===== src/rtl/vga_pkg.sv =====
// Shared definitions for the framebuffer/VGA slice: read-owner encoding and a
// constant log2 helper used to size counters.
package vga_pkg;

  localparam logic OWN_DISP = 1'b0;
  localparam logic OWN_HOST = 1'b1;

  // Ceiling log2 for elaboration-time sizing; returns 0 for v <= 1.
  function automatic int unsigned clog2(input int unsigned v);
    int unsigned r;
    r = 0;
    for (int unsigned i = 0; i < 32; i++) begin
      if ((32'd1 << i) < v) r = i + 1;
    end
    return r;
  endfunction

endpackage


===== src/rtl/rd_tag_pipe.sv =====
// Shift register of {valid, owner} tags that tracks outstanding RAM reads so
// the returning word can be steered to the requester that issued it.
import vga_pkg::*;

module rd_tag_pipe #(
  parameter int unsigned DEPTH = 1
) (
  input  logic clk_i,
  input  logic rst_i,
  input  logic valid_i,
  input  logic owner_i,
  output logic valid_o,
  output logic owner_o
);

  logic [DEPTH-1:0] valid_q;
  logic [DEPTH-1:0] owner_q;

  always_ff @(posedge clk_i) begin
    if (rst_i) begin
      valid_q <= '0;
      owner_q <= '0;
    end else begin
      valid_q[0] <= valid_i;
      owner_q[0] <= owner_i;
      for (int unsigned i = 1; i < DEPTH; i++) begin
        valid_q[i] <= valid_q[i-1];
        owner_q[i] <= owner_q[i-1];
      end
    end
  end

  assign valid_o = valid_q[DEPTH-1];
  assign owner_o = owner_q[DEPTH-1];

endmodule


===== src/rtl/fb_arbiter.sv =====
// Single-port framebuffer arbiter: display has priority, host is protected by
// a bounded-wait counter; RAM control is registered and read data is routed back.
import vga_pkg::*;

module fb_arbiter #(
  parameter int unsigned ADDR_BITS    = 19,
  parameter int unsigned DATA_BITS    = 16,
  parameter int unsigned RAM_LATENCY  = 1,
  parameter int unsigned STARVE_LIMIT = 16
) (
  input  logic                 clk_pll,
  input  logic                 rst,
  input  logic                 disp_req,
  input  logic [ADDR_BITS-1:0] disp_addr,
  output logic                 disp_gnt,
  output logic                 disp_rvalid,
  output logic [DATA_BITS-1:0] disp_rdata,
  input  logic                 host_req,
  input  logic                 host_we,
  input  logic [ADDR_BITS-1:0] host_addr,
  input  logic [DATA_BITS-1:0] host_wdata,
  output logic                 host_gnt,
  output logic                 host_rvalid,
  output logic [DATA_BITS-1:0] host_rdata,
  output logic                 ram_en,
  output logic                 ram_we,
  output logic [ADDR_BITS-1:0] ram_addr,
  output logic [DATA_BITS-1:0] ram_wdata,
  input  logic [DATA_BITS-1:0] ram_rdata
);

  localparam int unsigned CW = clog2(STARVE_LIMIT + 1);
  localparam logic [CW-1:0] LIMIT = CW'(STARVE_LIMIT);

  logic [CW-1:0]        starve_q, starve_d;
  logic                 ram_en_q, ram_we_q, ram_own_q;
  logic [ADDR_BITS-1:0] ram_addr_q;
  logic [DATA_BITS-1:0] ram_wdata_q;
  logic                 disp_rvalid_q, host_rvalid_q;
  logic [DATA_BITS-1:0] disp_rdata_q, host_rdata_q;
  logic                 tag_valid, tag_owner;

  // Grants are forced low during reset so no transfer can be accepted then.
  always_comb begin
    disp_gnt = 1'b0;
    host_gnt = 1'b0;
    if (!rst) begin
      if (disp_req && host_req) begin
        if (starve_q == LIMIT) host_gnt = 1'b1;
        else                   disp_gnt = 1'b1;
      end else if (disp_req) begin
        disp_gnt = 1'b1;
      end else if (host_req) begin
        host_gnt = 1'b1;
      end
    end
  end

  always_comb begin
    starve_d = starve_q;
    if (!host_req || host_gnt) starve_d = '0;
    else if (starve_q != LIMIT) starve_d = starve_q + 1'b1;
  end

  always_ff @(posedge clk_pll) begin
    if (rst) begin
      starve_q    <= '0;
      ram_en_q    <= 1'b0;
      ram_we_q    <= 1'b0;
      ram_own_q   <= OWN_DISP;
      ram_addr_q  <= '0;
      ram_wdata_q <= '0;
    end else begin
      starve_q <= starve_d;
      ram_en_q <= disp_gnt | host_gnt;
      ram_we_q <= host_gnt & host_we;
      if (host_gnt) begin
        ram_own_q   <= OWN_HOST;
        ram_addr_q  <= host_addr;
        ram_wdata_q <= host_wdata;
      end else if (disp_gnt) begin
        ram_own_q  <= OWN_DISP;
        ram_addr_q <= disp_addr;
      end
    end
  end

  rd_tag_pipe #(
    .DEPTH (RAM_LATENCY)
  ) u_tags (
    .clk_i   (clk_pll),
    .rst_i   (rst),
    .valid_i (ram_en_q & ~ram_we_q),
    .owner_i (ram_own_q),
    .valid_o (tag_valid),
    .owner_o (tag_owner)
  );

  always_ff @(posedge clk_pll) begin
    if (rst) begin
      disp_rvalid_q <= 1'b0;
      host_rvalid_q <= 1'b0;
      disp_rdata_q  <= '0;
      host_rdata_q  <= '0;
    end else begin
      disp_rvalid_q <= tag_valid && (tag_owner == OWN_DISP);
      host_rvalid_q <= tag_valid && (tag_owner == OWN_HOST);
      if (tag_valid && (tag_owner == OWN_DISP)) disp_rdata_q <= ram_rdata;
      if (tag_valid && (tag_owner == OWN_HOST)) host_rdata_q <= ram_rdata;
    end
  end

  assign ram_en      = ram_en_q;
  assign ram_we      = ram_we_q;
  assign ram_addr    = ram_addr_q;
  assign ram_wdata   = ram_wdata_q;
  assign disp_rvalid = disp_rvalid_q;
  assign disp_rdata  = disp_rdata_q;
  assign host_rvalid = host_rvalid_q;
  assign host_rdata  = host_rdata_q;

endmodule


===== config.mk =====
export PLATFORM = sky130hd
export DESIGN_NAME = fb_arbiter
export DESIGN_NICKNAME = d
export VERILOG_FILES = /design/src/rtl/vga_pkg.sv /design/src/rtl/rd_tag_pipe.sv /design/src/rtl/fb_arbiter.sv
export SDC_FILE = /design/constraint.sdc
export NUM_CORES = 1
export LEC_CHECK = 0
export CAP_MARGIN = 20
export CORE_MARGIN = 1
export CORE_UTILIZATION = 44
export DETAILED_ROUTE_END_ITERATION = 10
export PLACE_DENSITY = 0.89
export RECOVER_POWER = 100
export SYNTH_ARGS = -nofsm -noshare
export SYNTH_HDL_FRONTEND = slang
export SYNTH_SLANG_ARGS = --single-unit

===== constraint.sdc =====
create_clock -name clk_pll -period 2.04 [get_ports clk_pll]
set_clock_uncertainty 0.15 [all_clocks]
set_input_delay 0.408 -clock clk_pll [delete_from_list [all_inputs] [get_ports clk_pll]]
set_output_delay 0.408 -clock clk_pll [all_outputs]
set_load 0.01 [all_outputs]

==> metrics.md, run 1 <==
| Metric | Value |
|---|---|
| Initial drt markers | `183` |
| Worst slew margin | `44.7%` |
| Setup CP Type | `register to output pin` |
| RSZ-0062 raised after global routing | `false` |
| Async SR Flop Fraction | `0%` |
| DP Wirelength | `7600 um` |
| Pin count of the biggest net entering global routing | `55` |
| Post-synth EDFFs | `0` |
| RR Startpoint | `starve_q[0]` |
| Clock Tree Buf Depth | `2` |
| Final Cycle Share | `97.2%` |
| Synth area leaders | `dfxtp_1 41%, nor3b_1 6.4%, nand2_1 6.3%` |
| Post-Syn Instances | `451` |
| Root Buffer | `clkbuf_8` |
| Via count | `3934` |
| Drt drc | `0` |
| Vias per std cell | `5.68` |
| Worst Setup SP | `starve_q[0]` |
| Max cap viols | `0` |
| Synthesized Nets | `528` |
| Critical Path Source Type | `register` |
| Synthesis Warnings | `0` |
| Clock slew at reported path FFs | `0.09 ns` |
| Placed cell area | `0.00534 mm2` |
| Drt first pass iters | `4` |
| N_diodes | `0` |
| Wire per inst | `15.4 um` |
| Register bit count reported by yosys | `79` |
| CP arrival | `1.42 ns` |
| Most numerous cell in the Yosys netlist | `dfxtp_1` |
| Crit-path max FO | `2` |
| Clock buffer count from CTS | `9` |
| Final WL | `10600 um` |
| Final TNS setup | `0 ns` |
| Area leader, netlist | `dfxtp_1` |
| # H-tree levels | `3` |
| First-pass GRT wire length | `16900 um` |
| Share of the synthesized area in the top cell type | `40.7%` |
| Layout cells sized above 1 | `11.6%` |
| GP Congestion | `0.790` |
| Slew Viols, Final | `0` |
| Final Hold Fails | `0` |
| Worst EP required | `1.48 ns` |
| Nets | `659` |
| Syn Area/Cell | `8.61 um2` |
| Clk sink count | `79` |
| Die W | `96.0 um` |
| Core area | `0.00838 mm2` |
| Initial antenna violation count | `0` |
| Utilization after layout | `66.1%` |
| Die Ht | `96.0 um` |
| Total track usage | `23.4%` |
| Pwr/cell area | `629 mW/mm2` |
| Actual slew at the worst max-slew pin | `0.829 ns` |
| Fmax | `504 MHz` |
| Seq/Total Area, Yosys | `40.7%` |
| Die area | `0.00921 mm2` |
| Number of port buffers | `147` |
| Synth Cell Area | `0.00388 mm2` |
| Worst-Skew Late Latency | `0.34 ns` |
| Min-delay worst type | `register to register` |
| Effective utilization at floorplan | `46.3%` |
| Critical path endpoint category | `output pin` |
| Final setup viols | `0` |
| Vias in the first global route | `3686` |
| Area delta synth->final | `42.6%` |
| Overflow after GRT | `0` |
| CTS tree | `done` |
| Dominant synthesized flop cell | `dfxtp_1` |
| Finished Cell Area | `0.00554 mm2` |
| Detail Route Antenna Nets | `0` |
| Hold wc startpoint | `ram_we` |
| Top post-synthesis cells by count | `79 x dfxtp_1, 65 x nand2_1, 38 x nor3_1` |
| Maximum vdd drop | `0.279 mV` |
| Run status | `finished clean` |
| Count of cell types in the netlist | `34` |
| Ports | `148` |
| Final Critical Period | `1.98 ns` |
| # rows | `33` |
| Leak | `0.00218 uW` |
[per-stage QoR]
stage                     worst slack, ns  instances  hold WS (ns)  power [uW]
after floorplan                     0.319        451         0.280        2000
after global placement             0.0128        675         0.254        2340
after detailed placement         0.000393        675         0.258        2360
after CTS                          0.0176        691         0.270        3550
after global routing              0.00436        692         0.282        3640
final                              0.0572        692         0.261        3480
[path summary, 6_finish.rpt]
| check | to | slack (ns) | cells past startpoint |
|---|---|---|---|
| setup / recovery | disp_gnt | 0.06 | 5 |
| hold / removal | u_tags.valid_o | 0.26 | 1 |
| setup reg to reg | starve_q[1] | 0.22 | 6 |
| hold reg to reg | u_tags.valid_o | 0.26 | 1 |
[metal layers]
| layer | up-vias | global-route usage [%] | share of wire [%] |
|---|---|---|---|
| li1 | 1889 | - | - |
| met1 | 1851 | 28.3 | 41 |
| met2 | 173 | 41.5 | 49 |
| met3 | 21 | 3.40 | 6.9 |
| met4 | 0 | 9.83 | 2.2 |
| met5 | - | 0 | 0 |
[cell type report]
class	instances	area [um2]
Clock inverter	7	78.8
Multi-Input combinational cell	320	2010
Sequential cell	79	1580
Timing Repair Buffer	167	1590
Inverter	5	18.8
Tap cell	105	131
Fill cell	696	2840
Clock buffer	9	124
[layout by cell type, fill, tap and decap left out, types with 2 or more instances in the layout]
cell	instances
inv_6	2
clkdlybuf4s50_1	71
ha_1	2
mux2i_1	16
o211ai_1	16
buf_2	4
dfxtp_2	2
dlygate4sd3_1	71
clkinvlp_4	2
xor2_1	2
o221ai_1	3
nand2b_1	4
nor2b_1	3
nor2_1	9
nor3_1	38
dfxtp_1	77
a211o_1	16
nand3_1	18
nor3_2	19
nor3b_1	33
nand4_1	16
mux2_2	3
a31oi_1	16
clkbuf_4	2
inv_1	4
clkbuf_8	9
a21oi_1	33
nand2_1	65
buf_4	17
[worst max-delay path, stage by stage, from the launching register on]
cell and delay, ns:
dfxtp_2 0.33, inv_1 0.04, ha_1 0.21, and4bb_1 0.21, a21oi_1 0.12, buf_2 0.16
[report_power, final]
group	total (uW)	switching [uW]	internal, uW
sequential	1660	41.7	1620
clock	1190	610	580
combinational	634	293	341
total	3480	945	2540
[sequential cells by signal (all words and copies together), names as in the netlist, 5 cells and up]
name / count
host_rdata: 16
ram_addr: 19
ram_wdata: 16
disp_rdata: 16
starve_q: 5
[repair_timing]
action | 4_1_cts | 5_1_grt
hold buffers | 0 | 0
pin swaps | 0 | 1
setup buffers | 0 | 1
endpoints found under the hold margin | 0 | 0
endpoints found under the setup margin | 2 | 2
resized for setup | 8 | 2
[logic make-up (layout without fill, tap and decap cells)]
logic type | count (synthesis) | in the layout | share of synthesized area, %
mux | 19 | 19 | 4.99
compound gates | 86 | 86 | 14.7
fa+ha+maj | 2 | 2 | 0.644
simple gates | 210 | 210 | 30.6
buf+inv | 52 | 188 | 7.70
xor+xnor | 3 | 3 | 0.677
flops | 79 | 79 | 40.7
No activity file was read; power rests on OpenSTA's default activity.
==> inputs of run 2 (changes only) <==
- GPL_TIMING_DRIVEN: not set -> 1
- TNS_END_PERCENT: not set -> 5
==> results of run 2 <==
No change in the layout: final DEF, timing and power equal those of run 1.
